<file path="src/rtl/delay_pkg.sv">
// Shared types for the multi-channel programmable delay timer.
// Channel state and run mode encodings used by delay_chan and its testbench.
package delay_pkg;

   typedef enum logic [1:0] {
      IDLE = 2'd0,
      RUN  = 2'd1,
      DONE = 2'd2
   } chan_state_e;

   typedef enum logic {
      PERIODIC = 1'b0,
      ONESHOT  = 1'b1
   } mode_e;

endpackage

</file>
<file path="src/rtl/delay_chan.sv">
// One timer channel: counts enabled cycles up to a loadable period and
// emits a registered one-cycle sig pulse; periodic or one-shot.
module delay_chan
   import delay_pkg::*;
#(
   parameter int CBITS     = 12,
   parameter int DEFAULT_N = 2500
) (
   input  logic             clk,
   input  logic             rst,
   input  logic             en,
   input  logic             ld,
   input  logic [CBITS-1:0] ld_period,
   input  logic             ld_mode,
   output logic             sig,
   output logic             flg,
   output logic             err,
   output logic             busy
);

   logic [CBITS-1:0] per_q;
   logic [CBITS-1:0] cnt;
   mode_e            mode_q;
   chan_state_e      state;

   // NOTE: every register here uses non-blocking assignments so each branch
   // reads the pre-edge values of cnt/state, never a half-updated mix.
   always_ff @(posedge clk) begin
      if (rst) begin
         per_q  <= CBITS'(DEFAULT_N);
         mode_q <= PERIODIC;
         cnt    <= '0;
         state  <= IDLE;
         sig    <= 1'b0;
      end else if (ld) begin
         // A load aborts any count in progress; en must be re-sampled in IDLE.
         per_q  <= ld_period;
         mode_q <= mode_e'(ld_mode);
         cnt    <= '0;
         state  <= IDLE;
         sig    <= 1'b0;
      end else begin
         sig <= 1'b0;
         case (state)
            IDLE: begin
               if (en) begin
                  state <= RUN;
                  cnt   <= '0;
               end
            end
            RUN: begin
               if (!en) begin
                  state <= IDLE;
                  cnt   <= '0;
               end else if (cnt == per_q) begin
                  sig <= 1'b1;
                  cnt <= '0;
                  if (mode_q == ONESHOT) state <= DONE;
               end else begin
                  cnt <= cnt + 1'b1;
               end
            end
            DONE: begin
               cnt <= '0;
               if (!en) state <= IDLE;
            end
            default: begin
               state <= IDLE;
               cnt   <= '0;
            end
         endcase
      end
   end

   // cnt is bounded by per_q on every path, so err is a pure safety monitor.
   assign flg  = (cnt <= per_q);
   assign err  = (cnt > per_q);
   assign busy = (state == RUN);

endmodule

</file>
<file path="src/rtl/multi_delay_timer.sv">
// NCH independent delay_chan instances sharing one load port; ld_ch values
// at or above NCH select no channel.
module multi_delay_timer
   import delay_pkg::*;
#(
   parameter int  NCH       = 4,
   parameter int  CBITS     = 12,
   parameter int  DEFAULT_N = 2500,
   localparam int LCW       = (NCH > 1) ? $clog2(NCH) : 1
) (
   input  logic             clk,
   input  logic             rst,
   input  logic [NCH-1:0]   en,
   input  logic             ld_valid,
   input  logic [LCW-1:0]   ld_ch,
   input  logic [CBITS-1:0] ld_period,
   input  logic             ld_mode,
   output logic [NCH-1:0]   sig,
   output logic [NCH-1:0]   flg,
   output logic [NCH-1:0]   err,
   output logic [NCH-1:0]   busy
);

   logic [NCH-1:0] ld_hit;

   for (genvar i = 0; i < NCH; i++) begin : g_chan
      assign ld_hit[i] = ld_valid && (ld_ch == LCW'(i));

      delay_chan #(
         .CBITS     (CBITS),
         .DEFAULT_N (DEFAULT_N)
      ) u_chan (
         .clk       (clk),
         .rst       (rst),
         .en        (en[i]),
         .ld        (ld_hit[i]),
         .ld_period (ld_period),
         .ld_mode   (ld_mode),
         .sig       (sig[i]),
         .flg       (flg[i]),
         .err       (err[i]),
         .busy      (busy[i])
      );
   end

endmodule

</file>
<file path="config.mk">
export PLATFORM = sky130hd
export DESIGN_NAME = multi_delay_timer
export DESIGN_NICKNAME = d
export VERILOG_FILES = /design/src/rtl/delay_pkg.sv /design/src/rtl/delay_chan.sv /design/src/rtl/multi_delay_timer.sv
export SDC_FILE = /design/constraint.sdc
export NUM_CORES = 1
export LEC_CHECK = 0
export CORE_MARGIN = 1
export CORE_UTILIZATION = 60
export DETAILED_ROUTE_END_ITERATION = 10
export PLACE_DENSITY = 0.8
export SETUP_SLACK_MARGIN = 0.3
export SYNTH_ARGS = -nofsm -noshare
export SYNTH_HDL_FRONTEND = slang
export SYNTH_HIERARCHICAL = 1
export SYNTH_SLANG_ARGS = --single-unit
</file>
<file path="constraint.sdc">
create_clock -name clk -period 2.3 [get_ports clk]
set_input_delay 0.23 -clock clk [delete_from_list [all_inputs] [get_ports clk]]
set_output_delay 0.23 -clock clk [all_outputs]
set_load 0.02 [all_outputs]
</file>
==> metrics.csv <==
stage;metric;value;unit
drt;Vias per Instance;6.02;
global_route;initial antenna violation count;0;
critical_path;CP Launch Point;g_chan[1].u_chan/per_q[1];
clock_network;CTS buffer count;9;
pwr;Switching Fraction;0.250;
final_layout;# fillers;650;
final_layout;commonest non-fill, non-tap cell in the layout;nor2_1;
final_layout;synthesis-to-finish area growth;23.8;%
floorplanning;num ports;38;
critical_path;Setup CP Type;reg -> out;
hold_path;HP Class;reg -> reg;
synthesis;Post-synth EDFFs;0;
critical_path;crit path DAT;1.90;ns
synthesis;Seq/Total Area, Yosys;0.367;
drt;Routed wire per std cell;18.0;um
drt;via count;5183;
synthesis;YS warnings;6;
synthesis;synthesized area;6120;um2
floorplanning;num rows;36;
sta;clock skew;0.00744;ns
global_route;largest net degree at the start of global routing;45;
synthesis;main flop type after synthesis;dfxtp_1;
floorplanning;core area;9820;um2
pwr;Max VDD drop;0.346;mV
pwr;P per Cell Area;502;nW/um2
synthesis;cell count after synthesis;648;
pwr;leakage;0.00293;uW
sta;final worst slack;0.174;ns
synthesis;ys async rst share;0;
job;max cap viols;0;
sta;final hold violation count;0;
pwr;combinational share of power;0.118;
drt;total detailed-routing wirelength;15500;um
drt;DRC;0;
clock_network;Post-CTS Hold Fix Bufs;0;
sta;Rel. slew slack;0.706;
synthesis;post-synth cell types;43;
synthesis;syn avg cell area;9.44;um2
sta;RSZ-0062 raised after global routing;yes;
placement;DP HPWL;9770;um
pwr;P_int;2850;uW
final_layout;# diodes;0;
final_layout;Nets;797;
clock_network;root buffer cell;clkbuf_8;
outcome;status;finished, final reports clean;
sta;Tcrit/Tclk final;0.924;
global_route;first-pass GRT wire length;23600;um
final_layout;share of cells above drive strength 1;0.265;
drt;Starting DRT DRC Count;246;
pwr;Reg power frac;0.530;
clock_network;Sinks on Clock Net;112;
sta;Final setup viols;0;
clock_network;clk_lat worst skew;0.37;ns
sta;Slew Viols, Final;0;
synthesis;synthesized net count;722;
placement;RD Place Congestion;0.888;
final_layout;most frequent cells in the layout;nor2_1, dfxtp_1, inv_1, nand2_1, buf_4;
hold_path;worst hold start;g_chan[1].u_chan/mode_q;
clock_network;Clock Path Buffers;2;
critical_path;RR Startpoint;g_chan[3].u_chan/cnt[3];
pwr;Clock power frac;0.352;
clock_network;H-tree levels;3;
global_route;total gr overflow;0;
pwr;Switching Power;951;uW
floorplanning;Die Ht;103;um
sta;Tmin final;2.13;ns
drt;post-route ant nets;0;
critical_path;worst-path maximum fanout;2;
synthesis;synthesized flop and latch total;112;
placement;port bufs;37;
floorplanning;die area;10600;um2
global_route;total track usage;0.291;
sta;fmax;470;MHz
sta;final setup TNS;0;ns
sta;Worst Tran Pin Value;0.439;ns
global_route;vias in the first global route;4990;
clock_network;CTS tree;built;
critical_path;crit end category;primary output;
drt;Pre-antenna DRT Iters;4;
clock_network;clock-pin slew on the worst setup and hold paths;0.10;ns
critical_path;startpoint types;flip-flop;
placement;Post-Place Setup Slack;0.0269;ns
floorplanning;initial core utilization;0.623;
floorplanning;die width;103;um
critical_path;worst path required time;2.07;ns
==> kinds of logic (layout without fill, tap and decap cells) <==
group,after synthesis,count (layout),share of synthesized area
multiplexers,36,36,0.0589
adder cells (fa/ha/maj),52,52,0.106
AO/OA/AOI/OAI,100,101,0.133
AND/OR/NAND/NOR,244,244,0.227
buffers and inverters,68,147,0.0571
flip-flops,112,112,0.367
XOR/XNOR,36,36,0.0515
==> final timing paths <==
path / to / slack [ns] / depth (start not counted)
min: g_chan[1].u_chan/state[1] / 0.48 / 2
min reg2reg: g_chan[1].u_chan/state[1] / 0.48 / 2
max: err[1] / 0.17 / 7
max reg2reg: g_chan[3].u_chan/cnt[7] / 0.30 / 6
==> per-layer routing <==
| layer | part of all wire | vias to the layer above | track usage |
|---|---|---|---|
| met5 | 0 | - | 0 |
| met4 | 0.025 | 0 | 0.125 |
| met3 | 0.059 | 33 | 0.0386 |
| met2 | 0.51 | 163 | 0.519 |
| met1 | 0.40 | 2527 | 0.349 |
| li1 | - | 2460 | - |
==> repair_timing <==
action / 4_1_cts / 5_1_grt
hold endpoints to repair: 0 / 0
pin swaps: 21 / 13
gates resized for setup: 119 / 26
setup endpoints to repair: 10 / 20
setup buffers: 16 / 6
cloned: 0 / 1
==> state kept, by name (all words and copies together), names as in the netlist <==
signal / flops
g_chan.u_chan/per_q: 48
g_chan.u_chan/mode_q: 4
g_chan.u_chan/state: 8
g_chan.u_chan/sig: 4
g_chan.u_chan/cnt: 48
==> layout make-up <==
cell class / count / area (um2) / share of cell area
Clock buffer: 11 / 151 / 0.0200
Clock inverter: 5 / 78.8 / 0.0104
Inverter: 52 / 195 / 0.0258
Multi-Input combinational cell: 469 / 3990 / 0.526
Sequential cell: 112 / 2300 / 0.304
Tap cell: 133 / 166 / 0.0220
Timing Repair Buffer: 79 / 694 / 0.0917
==> critical path, stage by stage (launching register included) <==
cell and delay (ns):
dfxtp_2 0.34, inv_2 0.04, ha_4 0.26, nor2b_1 0.14
o211ai_1 0.10, a211o_1 0.28, a31oi_1 0.19, buf_4 0.18
==> per-stage QoR <==
stage,cell area [um2],hold WS (ns),util,std cells,total power (uW)
after floorplan,6120,0.360,-,648,2310
after global placement,6660,0.472,0.679,822,2410
after detailed placement,6660,0.473,0.679,822,2430
after CTS,7410,0.485,0.755,854,3780
after global routing,7570,0.526,0.771,861,3930
final,7570,0.482,0.771,861,3800
==> power groups by stage <==
stage	combinational (uW)	sequential [uW]	clock [uW]
global route	480	2020	1420
CTS	414	2020	1350
floorplan	261	2050	0
global placement	355	2060	0
finish	447	2020	1340
detailed placement	367	2060	0
==> synthesized netlist by cell type, drive strengths merged (12+ instances only) <==
cell / instances / area [um2]
nand2: 44 / 165
mux2i: 36 / 360
xor2: 20 / 175
o31ai: 12 / 110
o211ai: 24 / 180
nor3: 20 / 185
inv: 52 / 195
a21oi: 24 / 120
nand4: 28 / 260
nor2: 88 / 330
nand3: 20 / 100
ha: 52 / 651
dfxtp: 112 / 2240
xnor2: 16 / 140
Power figures use the tool's default switching activity.
